### config.mk
export PLATFORM = sky130hd
export DESIGN_NAME = axil_cmd_master
export DESIGN_NICKNAME = d
export VERILOG_FILES = /design/src/rtl/axil_cmd_master.sv
export SDC_FILE = /design/constraint.sdc
export NUM_CORES = 1
export LEC_CHECK = 0
export BUFFER_PORTS_ARGS = -buffer_cell sky130_fd_sc_hd__buf_4
export CAP_MARGIN = 20
export CORE_UTILIZATION = 45
export CTS_CLUSTER_DIAMETER = 100
export DETAILED_ROUTE_END_ITERATION = 7
export PLACE_DENSITY = 0.79
export SLEW_MARGIN = 20
export SYNTH_ARGS = -nofsm -noshare
export SYNTH_HDL_FRONTEND = slang
export SYNTH_SLANG_ARGS = --single-unit
### constraint.sdc
create_clock -name clk -period 2.11 [get_ports clk]
set_input_delay 0.422 -clock clk [delete_from_list [all_inputs] [get_ports clk]]
set_output_delay 0.422 -clock clk [all_outputs]
set_load 0.005 [all_outputs]
### src/rtl/axil_cmd_master.sv
// axil_cmd_master: turns one command at a time into an AXI-Lite read or write. A failed
// response (resp[0] = 0) re-issues the same transfer up to MAX_RETRY times. The final
// result is then reported on the rsp_* channel.
//
// Ports
//   clk, rst_n                  clock, asynchronous active-low reset
//   cmd_valid/cmd_ready         command handshake; cmd_ready is high only in IDLE
//   cmd_write/addr/wdata        command fields, registered on acceptance
//   rsp_valid/rsp_ready         result handshake (RSP state)
//   rsp_rdata/rsp_ok/retries    result: last read data (0 for writes), success, re-issues used
//   busy                        high whenever not IDLE
//   ar_*, r_*, aw_*, w_*, b_*   AXI-Lite master channels, one transfer outstanding at most
module axil_cmd_master #(
  parameter int unsigned ADDR_WDTH = 4,
  parameter int unsigned DATA_WDTH = 32,
  parameter int unsigned RESP_WDTH = 1,
  parameter int unsigned MAX_RETRY = 3
) (
  input  logic                 clk,
  input  logic                 rst_n,
  input  logic                 cmd_valid,
  output logic                 cmd_ready,
  input  logic                 cmd_write,
  input  logic [ADDR_WDTH-1:0] cmd_addr,
  input  logic [DATA_WDTH-1:0] cmd_wdata,
  output logic                 rsp_valid,
  input  logic                 rsp_ready,
  output logic [DATA_WDTH-1:0] rsp_rdata,
  output logic                 rsp_ok,
  output logic [2:0]           rsp_retries,
  output logic                 busy,
  output logic                 ar_valid,
  input  logic                 ar_ready,
  output logic [ADDR_WDTH-1:0] ar_address,
  input  logic                 r_valid,
  output logic                 r_ready,
  input  logic [DATA_WDTH-1:0] r_data,
  input  logic [RESP_WDTH-1:0] r_resp,
  output logic                 aw_valid,
  input  logic                 aw_ready,
  output logic [ADDR_WDTH-1:0] aw_address,
  output logic                 w_valid,
  input  logic                 w_ready,
  output logic [DATA_WDTH-1:0] w_data,
  input  logic                 b_valid,
  output logic                 b_ready,
  input  logic [RESP_WDTH-1:0] b_resp
);

  localparam logic [2:0] MaxRetry = 3'(MAX_RETRY);

  typedef enum logic [2:0] {
    StIdle = 3'd0,
    StAr   = 3'd1,
    StR    = 3'd2,
    StAw   = 3'd3,
    StW    = 3'd4,
    StB    = 3'd5,
    StRsp  = 3'd6
  } state_e;

  state_e                 state_q;
  logic                   write_q;
  logic [ADDR_WDTH-1:0]   addr_q;
  logic [DATA_WDTH-1:0]   wdata_q;
  logic [DATA_WDTH-1:0]   rdata_q;
  logic                   ok_q;
  logic [2:0]             retry_q;

  always_ff @(posedge clk or negedge rst_n) begin
    if (!rst_n) begin
      state_q <= StIdle;
      write_q <= 1'b0;
      addr_q  <= '0;
      wdata_q <= '0;
      rdata_q <= '0;
      ok_q    <= 1'b0;
      retry_q <= 3'd0;
    end else begin
      case (state_q)
        StIdle: begin
          if (cmd_valid) begin
            write_q <= cmd_write;
            addr_q  <= cmd_addr;
            wdata_q <= cmd_wdata;
            // rdata stays 0 for writes, so clear it for every new command
            rdata_q <= '0;
            ok_q    <= 1'b0;
            retry_q <= 3'd0;
            state_q <= cmd_write ? StAw : StAr;
          end
        end
        StAr: if (ar_ready) state_q <= StR;
        StR: begin
          if (r_valid) begin
            rdata_q <= r_data;
            if (r_resp[0]) begin
              ok_q    <= 1'b1;
              state_q <= StRsp;
            end else if (retry_q < MaxRetry) begin
              retry_q <= retry_q + 3'd1;
              state_q <= StAr;
            end else begin
              ok_q    <= 1'b0;
              state_q <= StRsp;
            end
          end
        end
        StAw: if (aw_ready) state_q <= StW;
        StW:  if (w_ready) state_q <= StB;
        StB: begin
          if (b_valid) begin
            if (b_resp[0]) begin
              ok_q    <= 1'b1;
              state_q <= StRsp;
            end else if (retry_q < MaxRetry) begin
              retry_q <= retry_q + 3'd1;
              state_q <= StAw;
            end else begin
              ok_q    <= 1'b0;
              state_q <= StRsp;
            end
          end
        end
        StRsp: if (rsp_ready) state_q <= StIdle;
        default: state_q <= StIdle;
      endcase
    end
  end

  // write_q is kept for visibility of the command type; retries re-enter AR/AW directly
  logic unused_write;
  assign unused_write = write_q;

  // All handshake outputs are plain decodes of the state register.
  assign cmd_ready   = (state_q == StIdle);
  assign busy        = (state_q != StIdle);
  assign ar_valid    = (state_q == StAr);
  assign r_ready     = (state_q == StR);
  assign aw_valid    = (state_q == StAw);
  assign w_valid     = (state_q == StW);
  assign b_ready     = (state_q == StB);
  assign rsp_valid   = (state_q == StRsp);
  assign ar_address  = addr_q;
  assign aw_address  = addr_q;
  assign w_data      = wdata_q;
  assign rsp_rdata   = rdata_q;
  assign rsp_ok      = ok_q;
  assign rsp_retries = retry_q;

endmodule

==> flow_summary.toml <==
[status]
outcome = "finished clean"

[place]
gp_congestion = 0.853
dp_hpwl_um = 5850
port_buffers = 163
place_inst = 464

[grt]
grt_usage_pct = 21.0
grt_pass1_vias = 2359
grt_overflow = 0
grt_pass1_wl_um = 12000
antenna_found_initial = 0
grt_max_degree = 48

[clocking]
cts_buffers = 9
clk_pin_slew_worst_paths_ns = 0.07
htreeDepth = 3
post-cts-setup-buffers = 0
cts_tree = "yes"
cts-root-buf = "clkbuf_8"
post_cts_resized = 0
cts_buffer_depth = 2
cts_hold_buf = 0
clock_sinks = 75
insertion_delay_ns = 0.34

[floorplanning]
die_h_um = 87.3
initial_utilization_pct = 47.4
die_area_mm2 = 0.00761
placementRows = 30
ios = 164
fp.dieW_um = 87.3
core_mm2 = 0.00691

[logic_synthesis]
ys_seq_area_share_pct = 57.4
synth_top_area_cell = "dfrtp_1"
synthTopCellsByArea = "dfrtp_1 57%, mux2_4 14%, a22o_1 8.6%"
yosysWarnings = 0
synth_most_common_cell = "dfrtp_1"
synth_ff_type = "dfrtp_1"
synth_edf_count = 0
synth_cells = 215
yosysUniqueCellTypes = 41
ys_seq_elements = 75
syn_area_mm2 = 0.00327
synthTopCellsByCount = "75 x dfrtp_1, 32 x a22o_1, 31 x mux2_4"
synth_top_area_share_pct = 57.4
synthesis.nets = 296
postSynthAreaPerCell_um2 = 15.2
synthArstFlopShare_pct = 100

[worst_setup_path]
critical_path.max_fanout = 15
cp-start-kind = "register"
worstSetupPathType = "reg2out"
end_kind = "primary output"
required_ns = 1.69
arrival_ns = 1.58

[timing]
fin_setup_tns_ns = 0
rsz0062_at_grt = "false"
slew_headroom_pct = 68.5
skew_ns = 0.00823
finalHoldViolCount = 0
fin_crit_ns = 2.00
slew_viol_final = 0
post-route-period-util_pct = 95.0
setup_viol = 0
tightest_slew_ns = 0.473
fmax_mhz = 499

[final_layout]
num-fill-cells = 530
nets = 460
stdcell_count = 480
drive_above_1_share_pct = 61.7
antenna_cells = 0
syn_to_final_growth_pct = 44.9

[route]
drc_errors = 0
vias = 2421
ant_nets = 0
via_per_inst = 5.04
routedWlPerCell_um = 16.5
wl_um = 7940
first_iter_violations = 56
drt-pass1-iter-count = 4

[power]
max-vdd-ir-drop_uv = 703
p_leak_uw = 0.00239
power_density_mw_per_mm2 = 1460

[run]
maxCapViolations = 0

[hold_path]
hold_path.class = "in2async"
-- path summary, 6_finish.rpt --
path / startpoint / endpoint / slack, ns / cells after the start
worst max register to register: state_q[1] / ar_address[3] / 0.30 / 4
worst min register to register: w_data[31] / w_data[31] / 0.51 / 1
min in group clk: cmd_valid / rsp_retries[2] / 0.29 / 2
worst min-delay path: rst_n / w_data[9] / 0.009 / 1
max in group asynchronous: rst_n / rsp_rdata[1] / 1.53 / 2
worst max-delay path: state_q[1] / r_ready / 0.11 / 2
-- critical path: stages (launching register included) --
cell,delay (ns)
dfrtp_1,0.64
nor3b_4,0.43
buf_4,0.18
-- kinds of logic after synthesis --
family                     synth area share (%)
AOI/OAI and AO/OA                          15.1
muxes                                      17.3
and+or+nand+nor                            3.94
buffers and inverters                      5.89
adders and majority gates                 0.382
DFF                                        57.4
-- stage by stage --
stage	total power, uW	setup WS (ns)	util (%)	hold WS (ns)	area (um^2)
after global routing	7380	0.0116	68.6	0.0148	4740
final	6930	0.105	68.6	0.00857	4740
after global placement	5850	0.361	65.9	0.375	4550
after CTS	7010	0.0807	68.6	0.000672	4740
after floorplan	4370	0.526	-	0.126	3270
after detailed placement	5960	0.302	65.9	0.375	4550
-- placed cells by master (no fill, tap or decap), drive strengths merged, types with 2 or more instances in the layout --
cell type / synthesis / final
nor3b: 3 / 3
nand3b: 2 / 2
a21oi: 2 / 2
clkinvlp: 0 / 3
o21ai: 5 / 5
buf: 19 / 172
nor3: 3 / 3
and2: 3 / 3
nor2: 2 / 2
dfrtp: 75 / 75
a22oi: 2 / 2
clkbuf: 0 / 11
mux2i: 2 / 2
nand2: 3 / 3
inv: 6 / 7
a21boi: 2 / 2
o32a: 3 / 3
mux2: 38 / 38
a22o: 32 / 32
-- power breakdown --
part / switching [uW] / leakage (uW) / internal (uW) / total, uW
sequential: 475 / 0.000944 / 2150 / 2620
clock: 526 / 0.0000880 / 493 / 1020
combinational: 1180 / 0.00136 / 2110 / 3290
-- state kept, by name (all words and copies together), names as in the netlist --
name	flops
ar_address	4
rsp_ok	1
rsp_rdata	32
rsp_retries	3
state_q	3
w_data	32
-- metal layers --
layer  vias up  routed length, um  track usage (%)
li1       1117                  -                -
met1      1183               3300             27.2
met2       109               3880             33.2
met3        12                624             5.88
met4         0                137             8.94
met5         -                  0                0
-- cell type report --
| type | instances | area [um^2] | area share [%] |
|---|---|---|---|
| well taps | 96 | 120 | 2.53 |
| multi-input cells | 115 | 1200 | 25.4 |
| clock buffers | 11 | 151 | 3.20 |
| repair buffers | 172 | 1330 | 28.0 |
| inverters | 6 | 22.5 | 0.475 |
| flip-flops and latches | 75 | 1880 | 39.6 |
| clock inverters | 5 | 36.3 | 0.766 |
Power figures use the tool's default switching activity.
